**config.mk**
```make
export PLATFORM = sky130hd
export DESIGN_NAME = rv32i_coz_asama
export DESIGN_NICKNAME = d
export VERILOG_FILES = /design/src/rtl/rv32i_coz_asama_pkg.sv /design/src/rtl/rv32i_coz_comb.sv /design/src/rtl/rv32i_coz_asama.sv
export SDC_FILE = /design/constraint.sdc
export NUM_CORES = 1
export LEC_CHECK = 0
export BUFFER_PORTS_ARGS = -buffer_cell sky130_fd_sc_hd__buf_2
export CAP_MARGIN = 40
export CELL_PAD_IN_SITES_DETAIL_PLACEMENT = 2
export CELL_PAD_IN_SITES_GLOBAL_PLACEMENT = 2
export CORE_MARGIN = 1
export CORE_UTILIZATION = 34
export CTS_CLUSTER_SIZE = 40
export DETAILED_ROUTE_END_ITERATION = 16
export PLACE_DENSITY = 0.95
export SLEW_MARGIN = 20
export SYNTH_ARGS = -nofsm -noshare
export SYNTH_HDL_FRONTEND = slang
export SYNTH_SLANG_ARGS = --single-unit
```
**constraint.sdc**
```tcl
create_clock -name clk -period 8.4 [get_ports clk]
set_input_delay 0 -clock clk [delete_from_list [all_inputs] [get_ports clk]]
set_output_delay 0 -clock clk [all_outputs]
set_load 0.02 [all_outputs]
```
**src/rtl/rv32i_coz_asama_pkg.sv**
```systemverilog
// Shared decode constants and bundle types for the
// rv32i decode stage.
package rv32i_paket;

  localparam int XLEN = 32;
  localparam int OP_W = 5;
  localparam int RD_W = 5;

  localparam logic [6:0] OPC_LOAD   = 7'b0000011;
  localparam logic [6:0] OPC_STORE  = 7'b0100011;
  localparam logic [6:0] OPC_BRANCH = 7'b1100011;
  localparam logic [6:0] OPC_JALR   = 7'b1100111;
  localparam logic [6:0] OPC_JAL    = 7'b1101111;
  localparam logic [6:0] OPC_OPIMM  = 7'b0010011;
  localparam logic [6:0] OPC_OP     = 7'b0110011;
  localparam logic [6:0] OPC_LUI    = 7'b0110111;
  localparam logic [6:0] OPC_AUIPC  = 7'b0010111;

  localparam logic [OP_W-1:0] AOP_SUB   = 5'b01010;
  localparam logic [OP_W-1:0] AOP_LUI   = 5'b11100;
  localparam logic [OP_W-1:0] AOP_AUIPC = 5'b11101;
  localparam logic [OP_W-1:0] AOP_JAL   = 5'b11110;
  localparam logic [OP_W-1:0] AOP_JALR  = 5'b11111;

  localparam logic [6:0] F7_ZERO = 7'b0000000;
  localparam logic [6:0] F7_ALT  = 7'b0100000;

  // SRC_SHREG: imm2 carries funct7[5] at bit 5, low
  // five bits come from the rs2 value
  typedef enum logic [1:0] {
    SRC_ZERO,
    SRC_REG,
    SRC_IMM,
    SRC_SHREG
  } src_t;

  typedef struct packed {
    logic [OP_W-1:0] op;
    logic [RD_W-1:0] rd;
    logic            illegal;
    logic            use1;
    logic            use2;
    src_t            s1;
    src_t            s2;
    logic [XLEN-1:0] imm1;
    logic [XLEN-1:0] imm2;
    logic [XLEN-1:0] imm3;
  } dec_t;

  typedef struct packed {
    logic [OP_W-1:0] op;
    logic [RD_W-1:0] rd;
    logic [XLEN-1:0] in1;
    logic [XLEN-1:0] in2;
    logic [XLEN-1:0] in3;
    logic [XLEN-1:0] pc;
    logic            illegal;
  } bundle_t;

  function automatic logic [XLEN-1:0] sext12(
    input logic [11:0] v
  );
    return {{(XLEN-12){v[11]}}, v};
  endfunction

endpackage

```
**src/rtl/rv32i_coz_comb.sv**
```systemverilog
// Pure instruction decode: class, a_op code, immediates,
// operand sources, illegality and source-use flags.
module rv32i_coz_comb
  import rv32i_paket::*;
#(
  parameter int REG_COUNT = 32
) (
  input  logic [XLEN-1:0] instr,
  output dec_t            dec
);

  logic [6:0] opc;
  logic [2:0] f3;
  logic [6:0] f7;
  logic [4:0] rd;
  logic [4:0] rs1;
  logic [4:0] rs2;
  logic [XLEN-1:0] i_imm;
  logic [XLEN-1:0] s_imm;
  logic [XLEN-1:0] b_imm;
  logic [XLEN-1:0] u_imm;
  logic [XLEN-1:0] j_imm;
  logic [XLEN-1:0] sh_imm;
  logic f7_zero;
  logic f7_alt;
  logic wr;
  logic bad;
  dec_t d;

  assign opc = instr[6:0];
  assign rd  = instr[11:7];
  assign f3  = instr[14:12];
  assign rs1 = instr[19:15];
  assign rs2 = instr[24:20];
  assign f7  = instr[31:25];

  assign i_imm  = sext12(instr[31:20]);
  assign s_imm  = sext12({instr[31:25], instr[11:7]});
  assign b_imm  = {{19{instr[31]}}, instr[31], instr[7],
                   instr[30:25], instr[11:8], 1'b0};
  assign u_imm  = {instr[31:12], 12'b0};
  assign j_imm  = {{11{instr[31]}}, instr[31],
                   instr[19:12], instr[20],
                   instr[30:21], 1'b0};
  assign sh_imm = {26'b0, f7[5], rs2};

  assign f7_zero = (f7 == F7_ZERO);
  assign f7_alt  = (f7 == F7_ALT);

  function automatic logic reg_ok(input logic [4:0] r);
    return int'(r) < REG_COUNT;
  endfunction

  always_comb begin
    d   = '0;
    wr  = 1'b0;
    bad = 1'b0;
    unique case (opc)
      OPC_OPIMM: begin
        d.op   = {2'b00, f3};
        d.use1 = 1'b1;
        d.s1   = SRC_REG;
        d.s2   = SRC_IMM;
        d.imm2 = i_imm;
        wr     = 1'b1;
        if (f3 == 3'b001) begin
          d.imm2 = sh_imm;
          bad    = !f7_zero;
        end else if (f3 == 3'b101) begin
          d.imm2 = sh_imm;
          bad    = !(f7_zero || f7_alt);
        end
      end
      OPC_OP: begin
        d.op   = (f3 == 3'b000 && f7_alt) ?
                 AOP_SUB : {2'b00, f3};
        d.use1 = 1'b1;
        d.use2 = 1'b1;
        d.s1   = SRC_REG;
        d.s2   = SRC_REG;
        wr     = 1'b1;
        if (f3 == 3'b001 || f3 == 3'b101) begin
          d.s2   = SRC_SHREG;
          d.imm2 = {26'b0, f7[5], 5'b0};
        end
        if (f3 == 3'b000 || f3 == 3'b101)
          bad = !(f7_zero || f7_alt);
        else
          bad = !f7_zero;
      end
      OPC_BRANCH: begin
        d.op   = {2'b01, f3};
        d.use1 = 1'b1;
        d.use2 = 1'b1;
        d.s1   = SRC_REG;
        d.s2   = SRC_REG;
        d.imm3 = b_imm;
        bad    = (f3 == 3'b010) || (f3 == 3'b011);
      end
      OPC_LOAD: begin
        d.op   = {2'b10, f3};
        d.use1 = 1'b1;
        d.s1   = SRC_REG;
        d.s2   = SRC_IMM;
        d.imm2 = i_imm;
        wr     = 1'b1;
        bad    = (f3 == 3'b011) || (f3[2:1] == 2'b11);
      end
      OPC_STORE: begin
        d.op   = {2'b11, f3};
        d.use1 = 1'b1;
        d.use2 = 1'b1;
        d.s1   = SRC_REG;
        d.s2   = SRC_REG;
        d.imm3 = s_imm;
        bad    = (f3 >= 3'b011);
      end
      OPC_LUI, OPC_AUIPC: begin
        d.op   = (opc == OPC_LUI) ? AOP_LUI : AOP_AUIPC;
        d.s1   = SRC_IMM;
        d.imm1 = u_imm;
        wr     = 1'b1;
      end
      OPC_JAL: begin
        d.op   = AOP_JAL;
        d.s1   = SRC_IMM;
        d.imm1 = j_imm;
        wr     = 1'b1;
      end
      OPC_JALR: begin
        d.op   = AOP_JALR;
        d.use1 = 1'b1;
        d.s1   = SRC_REG;
        d.s2   = SRC_IMM;
        d.imm2 = i_imm;
        wr     = 1'b1;
      end
      default: bad = 1'b1;
    endcase

    // RV32E: only referenced fields are range-checked
    if (wr && !reg_ok(rd))       bad = 1'b1;
    if (d.use1 && !reg_ok(rs1))  bad = 1'b1;
    if (d.use2 && !reg_ok(rs2))  bad = 1'b1;

    d.rd = wr ? rd : '0;

    if (bad) begin
      d         = '0;
      d.illegal = 1'b1;
      d.s1      = SRC_IMM;
      d.imm1    = instr;
    end
    dec = d;
  end

endmodule

```
**src/rtl/rv32i_coz_asama.sv**
```systemverilog
// Decode stage: fetch/execute handshake, busy-bit
// scoreboard and writeback bypass around rv32i_coz_comb.
module rv32i_coz_asama
  import rv32i_paket::*;
#(
  parameter int REG_COUNT = 32,
  parameter bit WB_BYPASS = 1'b1
) (
  input  logic            clk,
  input  logic            rst,
  input  logic            in_valid,
  output logic            in_ready,
  input  logic [XLEN-1:0] in_instr,
  input  logic [XLEN-1:0] in_pc,
  output logic [4:0]      rf_rs1_addr,
  output logic [4:0]      rf_rs2_addr,
  input  logic [XLEN-1:0] rf_rs1_data,
  input  logic [XLEN-1:0] rf_rs2_data,
  input  logic            wb_valid,
  input  logic [4:0]      wb_rd,
  input  logic [XLEN-1:0] wb_data,
  input  logic            flush,
  output logic            out_valid,
  input  logic            out_ready,
  output logic [OP_W-1:0] a_op,
  output logic [RD_W-1:0] a_rd,
  output logic [XLEN-1:0] a_in1,
  output logic [XLEN-1:0] a_in2,
  output logic [XLEN-1:0] a_in3,
  output logic [XLEN-1:0] a_pc,
  output logic            a_illegal
);

  dec_t    dec;
  bundle_t held;
  bundle_t nxt;

  logic [REG_COUNT-1:0] busy;
  logic [REG_COUNT-1:0] busy_nxt;
  logic [31:0]          busy_w;

  logic [4:0]      rs1;
  logic [4:0]      rs2;
  logic [XLEN-1:0] rs1_val;
  logic [XLEN-1:0] rs2_val;
  logic fwd1;
  logic fwd2;
  logic hz1;
  logic hz2;
  logic stall;
  logic cap;

  rv32i_coz_comb #(
    .REG_COUNT(REG_COUNT)
  ) u_comb (
    .instr(in_instr),
    .dec  (dec)
  );

  assign rs1 = in_instr[19:15];
  assign rs2 = in_instr[24:20];
  assign rf_rs1_addr = rs1;
  assign rf_rs2_addr = rs2;

  assign busy_w = 32'(busy);

  assign fwd1 = WB_BYPASS && wb_valid &&
                (wb_rd == rs1) && (rs1 != 5'd0);
  assign fwd2 = WB_BYPASS && wb_valid &&
                (wb_rd == rs2) && (rs2 != 5'd0);

  assign rs1_val = (rs1 == 5'd0) ? '0 :
                   fwd1 ? wb_data : rf_rs1_data;
  assign rs2_val = (rs2 == 5'd0) ? '0 :
                   fwd2 ? wb_data : rf_rs2_data;

  assign hz1 = dec.use1 && (rs1 != 5'd0) &&
               busy_w[rs1] && !fwd1;
  assign hz2 = dec.use2 && (rs2 != 5'd0) &&
               busy_w[rs2] && !fwd2;
  assign stall = hz1 || hz2;

  assign in_ready = !stall && (!out_valid || out_ready);
  assign cap = in_valid && in_ready && !flush;

  always_comb begin
    nxt         = '0;
    nxt.op      = dec.op;
    nxt.rd      = dec.rd;
    nxt.illegal = dec.illegal;
    nxt.pc      = in_pc;
    nxt.in3     = dec.imm3;
    unique case (dec.s1)
      SRC_REG: nxt.in1 = rs1_val;
      SRC_IMM: nxt.in1 = dec.imm1;
      default: nxt.in1 = '0;
    endcase
    unique case (dec.s2)
      SRC_REG:   nxt.in2 = rs2_val;
      SRC_IMM:   nxt.in2 = dec.imm2;
      SRC_SHREG: nxt.in2 = dec.imm2 |
                           {27'b0, rs2_val[4:0]};
      default:   nxt.in2 = '0;
    endcase
  end

  // clear first so a same-cycle set on one register wins
  always_comb begin
    busy_nxt = busy;
    for (int i = 1; i < REG_COUNT; i++) begin
      if (wb_valid && int'(wb_rd) == i)
        busy_nxt[i] = 1'b0;
      if (cap && !dec.illegal && int'(dec.rd) == i)
        busy_nxt[i] = 1'b1;
    end
    if (flush)
      busy_nxt = '0;
  end

  always_ff @(posedge clk or posedge rst) begin
    if (rst) begin
      out_valid <= 1'b0;
      held      <= '0;
      busy      <= '0;
    end else begin
      busy <= busy_nxt;
      if (flush) begin
        out_valid <= 1'b0;
      end else if (cap) begin
        out_valid <= 1'b1;
        held      <= nxt;
      end else if (out_ready) begin
        out_valid <= 1'b0;
      end
    end
  end

  assign a_op      = held.op;
  assign a_rd      = held.rd;
  assign a_in1     = held.in1;
  assign a_in2     = held.in2;
  assign a_in3     = held.in3;
  assign a_pc      = held.pc;
  assign a_illegal = held.illegal;

endmodule

```
==> results of run 1 <==
==> worst min path at each step <==
stage	from	end	slack, ns	cells after the start
floorplan	flush	out_valid	0.07	1
global placement	rst	a_pc[25]	0.16	2
detailed placement	rst	a_pc[29]	0.19	2
CTS	wb_data[10]	a_in2[10]	0.001	4
global route	rf_rs2_data[29]	a_in2[29]	0.02	4
finish	rf_rs2_data[29]	a_in2[29]	-0.01	4
==> where the power goes <==
group	internal, mW	switching (mW)	leakage [nW]
registers	0.790	0.0416	1.98
clock network	0.519	0.363	0.308
logic	0.196	0.295	3.66
total	1.50	0.700	5.95
==> layout make-up <==
| type | count | area share [%] |
|---|---|---|
| sequential | 152 | 30.5 |
| timing repair buffer | 402 | 19.9 |
| multi-input combinational | 608 | 39.9 |
| clock inverter | 12 | 1.51 |
| clock buffer | 20 | 3.67 |
| antenna | 3 | 0.0603 |
| tap | 372 | 3.74 |
| inverter | 21 | 0.673 |
==> per-layer routing <==
metal / vias up / global-route usage (%)
met5: - / 0
met3: 208 / 8.09
li1: 3885 / -
met1: 4770 / 35.9
met4: 2 / 20.5
met2: 608 / 57.4
==> cell families after synthesis <==
group,synth area share [%]
AOI/OAI and AO/OA,15.4
DFF,40.3
buffers and inverters,7.27
and+or+nand+nor,11.2
xor gates and xnor gates,1.11
adders and majority gates,0.265
muxes,24.4
==> per-stage QoR <==
step | worst slack [ns] | power, mW
after global placement | 4.20 | 1.25
after detailed placement | 4.45 | 1.29
after CTS | 4.37 | 2.18
final | 3.71 | 2.20
after floorplan | 4.31 | 1.10
after global routing | 3.69 | 2.26
==> tightest hold or removal path, stage by stage <==
cell and delay [ns]:
buf_2 0.08, mux2i_1 0.06, o21ai_1 0.11, mux2_1 0.15
==> state kept, by name (all words and copies together) (netlist names) <==
signal,count
a_illegal,1
a_in1,32
a_in2,32
a_in3,13
a_op,5
a_pc,32
a_rd,5
busy,31
out_valid,1
==> what timing repair did <==
action | in CTS | in global routing
hold buffers | 63 | 0
setup endpoints to repair | 0 | 0
hold endpoints to repair | 130 | 0
==> Yosys cell counts, drive strengths merged (4+ instances only) <==
library cell	number
nor2	33
o21bai	6
o211ai	7
mux4	5
and3	10
o2bb2ai	19
buf	72
mux2	123
o2111ai	4
o311ai	15
dfrtp	152
xor2	7
nand4b	5
a32o	4
inv	21
nor4	4
o21ai	52
a21oi	24
nand3b	7
nor3	14
nand2	66
o31ai	31
a22oi	18
mux2i	61
nand2b	4
nand4	5
nor2b	8
xnor2	5
nand3	29
clkbuf	28
==> summary.txt, run 1 <==
Power
  • Leakage: 5.95 nW
  • Pwr dens: 177 nW/um2
  • Peak VDD IR: 0.000143 V

Placed design
  • Cell count after placement: 1,488
  • IO Port Bufs: 321
  • Routability Congestion: 0.886
  • Post-DP HPWL: 30.2 mm
  • DP Area: 11,100 um2

STA
  • Slew HR: 37.4%
  • Slew @ Worst Pin: 0.927 ns
  • Fin crit period: 4.69 ns
  • Fmax: 213 MHz
  • Setup_tns: 0 ns
  • Hold Slack: -0.0129 ns
  • Fin. Hold Viols: 1
  • RSZ-0062 raised after global routing: no
  • Endpoints failing setup: 0
  • Slew Limit Fails: 0
  • Tcrit/Tclk final: 55.9%
  • Clk_skew: 0.0183 ns

Clock network
  • CTS buffer count: 17
  • CTS tree: built
  • Clk buf depth: 2
  • Post-CTS setup buffers: 0
  • Clk sink count: 152
  • CTS resizes: 0
  • CTS clk-pin slew, worst paths: 0.08 ns
  • H-tree depth: 4
  • Worst-Skew Late Latency: 0.44 ns
  • Clock Root Buffer: clkbuf_16

Floorplan
  • Chip width: 169 um
  • Chip Height: 169 um
  • Die ar.: 28,400 um2
  • IO Pins: 322
  • # rows: 60
  • Total core area: 27,100 um2
  • Initial core utilization: 34.8%

Cells and area
  • Layout cells sized above 1: 38.8%
  • Layout Utilization: 45.9%
  • Fill count: 2,747
  • Post-route cell area: 12,500 um2
  • Area delta synth->final: 32.1%
  • Layout Nets: 1,375
  • Multi-input gate area: 4970 um2
  • Most common cell after layout, fill and taps aside: buf_2
  • Most frequent cells in the layout: 323 x buf_2, 152 x dfrtp_1, 65 x nand2_1, 63 x dlygate4sd3_1, 61 x mux2i_1
  • FF+latch area: 3800 um2
  • Fin cells: 1,590

Synthesis
  • Syn Area/Cell: 10.7 um2
  • Syn_nets: 1,054
  • Warnings, synthesis: 0
  • Largest area contributor in the netlist: dfrtp_1
  • Yosys cell types: 77
  • Async S/R FF share, synth: 100%
  • Synth Register Bits: 152
  • Cells after Synth: 881
  • Post-synthesis sequential area ratio: 40.3%
  • EDFF count, synth: 0
  • Post-synth top flop: dfrtp_1
  • Area share of the largest cell type after synthesis: 40.3%
  • Synth Cell Area: 9430 um2
  • Area contributors post-synth: dfrtp_1 40%, mux2_4 8.1%, mux2i_1 6.5%, mux2_1 6.3%, nand2_1 2.6%

Outcome
  • Status: complete, but fails checks
  • Violated checks: negative hold slack

Worst setup path
  • Worst path bufs/invs: 4
  • R2R setup slack: 4.60 ns
  • R2r startpoint: busy[8]
  • Crit path capture type: flop
  • CP arrival: 5.01 ns
  • CP max FO: 15
  • R2R cell count: 9
  • Req. time, crit path: 8.71 ns
  • Reg-to-reg endpoint: a_pc[0]
  • Worst setup path endpoint: a_in1[8]
  • CP cell instances: dlygate4sd3_1 > buf_2 > or4_1 > nor3_2 > a21o_2 > and3_1 > nand2_1 > ha_1 > inv_1 > nor4_2 > buf_4 > a22oi_1 > a21oi_1 > mux2_2
  • CP Launch Type: input pin
  • Worst setup path start: in_instr[28]
  • CP delay by family, top: simple AND/OR/NAND/NOR gates
  • Crit path max-delay cell type: or4_1
  • CP peak stage delay: 0.64 ns
  • Crit path kind: in2reg
  • Crit. path cell count: 14

Global route
  • Largest net degree at the start of global routing: 74
  • Vias in the first global route: 10,744
  • Antenna violations before repair: 4
  • First-pass GRT wire length: 69.7 mm
  • Final global-route overflow total: 0
  • Tot GR Track Use: 32.9%

Job
  • Max Cap Violations: 0

Route
  • Router iterations before antenna repair: 5
  • Wirelength per Cell: 29.9 um
  • Initial drt markers: 684
  • Met3 WL: 3.60 mm
  • DRT antenna net count: 0
  • Max Used Layer: met5
  • Via Count: 9,473
  • Drt via density: 5.96
  • Detailed Route WL: 47.5 mm
  • # DRC: 0
  • Met2 routed WL: 23.4 mm
  • Metal-1 WL: 17.6 mm

Min path
  • Worst Hold Class: in2reg
Note: power is estimated with default switching activity, not from simulation.
==> run 2, diff against run 1 <==
- CORE_UTILIZATION: 34 -> 28
- PLACE_DENSITY: 0.95 -> 0.86
- clock period: 8.4 -> 4.2 ns (I/O delays scaled with it)
==> run 2 against run 1 <==
First-iteration DRC count shrank 33%; the flow still finishes with violations (negative hold slack); via count shrank 5.3%; combinational power grew 94%; utilization shrank 7.9 points; setup slack lost 3.5 ns; die area grew 21%; register-to-register slack lost 3.7 ns.
==> summary.txt, run 2 (synthesis gave the netlist of run 1 again) <==
Power
  • Flop pwr share: 39.8% (+2.1 points)
  • Gate power share: 22.8% (+0.5 points)
  • Pint: 2.80 mW (+86%)
  • Switching power: 1.37 mW (+96%)
  • Total power: 4.18 mW (+90%)
  • Sw Share: 32.9% (+1.2 points)
  • Clk pwr share: 37.4% (-2.6 points)
  • Leakage: 5.93 nW (-0.24%)
  • Peak VDD IR: 0.000310 V (+120%)
  • Pwr dens: 334 nW/um2 (+89%)

Placed design
  • Place WS: 0.554 ns (-3.89 ns)
  • Cell count after placement: 1,558 (+4.7%)
  • IO Port Bufs: 321 (unchanged)
  • Routability Congestion: 0.921 (+3.9%)
  • DP Area: 11,100 um2 (+0.19%)
  • Post-DP HPWL: 29.3 mm (-2.8%)

Global route
  • Final global-route overflow total: 0 (unchanged)
  • Antenna violations before repair: 4 (unchanged)
  • Largest net degree at the start of global routing: 103 (+39%)
  • First-pass GRT wire length: 62.3 mm (-11%)
  • Tot GR Track Use: 24.4% (-8.5 points)
  • Vias in the first global route: 10,020 (-6.7%)

Worst setup path
  • Worst setup path endpoint: a_in1[26]
  • Worst setup path start: in_instr[28]
  • CP arrival: 4.35 ns (-0.66 ns)
  • CP cell instances: dlygate4sd3_1 > buf_2 > or4_1 > nor3_2 > a21o_2 > and3_1 > nand2_1 > inv_1 > ha_1 > nor2b_2 > buf_4 > nand2_1 > a21oi_1 > mux2_4
  • Crit path capture type: flop
  • CP peak stage delay: 0.67 ns (+0.03 ns)
  • Crit path max-delay cell type: nor2b_2
  • Req. time, crit path: 4.58 ns (-4.13 ns)
  • CP delay by family, top: simple AND/OR/NAND/NOR gates
  • CP max FO: 15 (unchanged)
  • Crit path kind: in2reg
  • R2R cell count: 9 (unchanged)
  • Crit. path cell count: 14 (unchanged)
  • Reg-to-reg endpoint: a_pc[13]
  • Worst path bufs/invs: 4 (unchanged)
  • Most Frequent Cell on Critical Path: nand2_1
  • R2R setup slack: 0.91 ns (-3.69 ns)
  • R2r startpoint: busy[23]
  • CP Launch Type: input pin

STA
  • Endpoints failing setup: 0 (unchanged)
  • Fmax: 252 MHz
  • RSZ-0062 raised after global routing: no
  • Final Worst Setup Slack: 0.238 ns (-3.47 ns)
  • Clk_skew: 0.0125 ns (-0.00577 ns)
  • Tcrit/Tclk final: 94.3%
  • Slew HR: 39.9% (+2.4 points)
  • Slew Limit Fails: 0 (unchanged)
  • Setup_tns: 0 ns (unchanged)
  • Fin crit period: 3.96 ns
  • Fin. Hold Viols: 1 (unchanged)
  • Slew @ Worst Pin: 0.893 ns (-0.0339 ns)
  • Hold Slack: -0.00689 ns (+0.00596 ns)

Cells and area
  • Layout Nets: 1,388 (+0.95%)
  • Post-route cell area: 12,500 um2 (+0.48%)
  • Fin cells: 1,672 (+5.2%)
  • Most frequent cells in the layout: 322 x buf_2, 152 x dfrtp_1, 77 x dlygate4sd3_1, 65 x nand2_1, 61 x mux2i_1
  • Most common cell after layout, fill and taps aside: buf_2
  • Layout Utilization: 38.1% (-7.9 points)
  • Layout cells sized above 1: 38.4% (-0.33 points)
  • Area delta synth->final: 32.7%

Floorplan
  • # rows: 66 (+10%)
  • Total core area: 32,900 um2 (+21%)
  • Initial core utilization: 28.7% (-6.1 points)
  • IO Pins: 322 (unchanged)
  • Chip Height: 185 um (+10%)
  • Die ar.: 34,400 um2 (+21%)
  • Chip width: 185 um (+10%)

Clock network
  • CTS buffer count: 17 (unchanged)
  • Clock Root Buffer: clkbuf_16
  • # hold bufs at CTS: 76 (+21%)
  • Worst-Skew Late Latency: 0.44 ns (about the same)
  • CTS resizes: 0 (unchanged)
  • Clk buf depth: 2 (unchanged)
  • CTS clk-pin slew, worst paths: 0.07 ns (about the same)
  • CTS tree: built
  • Post-CTS setup buffers: 0 (unchanged)
  • Clk sink count: 152 (unchanged)
  • H-tree depth: 4 (unchanged)

Route
  • Initial drt markers: 455 (-33%)
  • Wirelength per Cell: 25.3 um (-15%)
  • Drt via density: 5.37 (-9.9%)
  • Router iterations before antenna repair: 4 (-1)
  • Via Count: 8,971 (-5.3%)
  • # DRC: 0 (unchanged)
  • DRT antenna net count: 0 (unchanged)
  • Detailed Route WL: 42.3 mm (-11%)

Min path
  • Worst Hold Class: in2reg
  • Min-delay src: rf_rs2_data[24]

Job
  • Max Cap Violations: 0 (unchanged)

Outcome
  • Status: complete, but fails checks
  • Violated checks: negative hold slack
==> run 2: worst min path at each step <==
stage | to | slack [ns] | cells past startpoint
floorplan | out_valid | 0.07 | 1
global placement | a_in3[6] | 0.15 | 2
detailed placement | a_in3[9] | 0.17 | 2
CTS | a_in2[30] | 0.0001 | 4
global route | a_in2[24] | 0.005 | 4
finish | a_in2[24] | -0.007 | 4
==> run 2: per-layer routing <==
| layer | global-route usage, % | wire length (um) |
|---|---|---|
| met1 | 28.3 | 16600 |
| met2 | 42.5 | 21200 |
| met3 | 6.71 | 3240 |
| met4 | 8.96 | 1230 |
| met5 | 0 | 26 |
==> run 2: worst register-to-register path: stages (launching register included) <==
cell       delay [ns]
dfrtp_1          0.40
mux2i_1          0.13
a22oi_1          0.26
nand4_1          0.12
o22ai_1          0.27
o2111ai_1        0.28
nand3_4          0.31
buf_12           0.50
buf_4            0.55
mux2_4           0.34
==> run 2: final cells by class <==
cell class / count / area, um2
diodes: 2 / 5.00
clock buffers: 17 / 425
clock inverters: 15 / 143
fillers: 3573 / 20400
inverters: 21 / 83.8
multi-input cells: 608 / 4980
flip-flops and latches: 152 / 3800
well taps: 442 / 553
repair buffers: 415 / 2520
==> run 2: power by group through the flow <==
stage | registers [mW] | logic, mW | clock network, mW
after CTS | 1.66 | 0.941 | 1.60
after global placement | 1.67 | 0.852 | 0
after global routing | 1.67 | 1.01 | 1.65
final | 1.66 | 0.953 | 1.56
after detailed placement | 1.68 | 0.884 | 0
after floorplan | 1.81 | 0.383 | 0
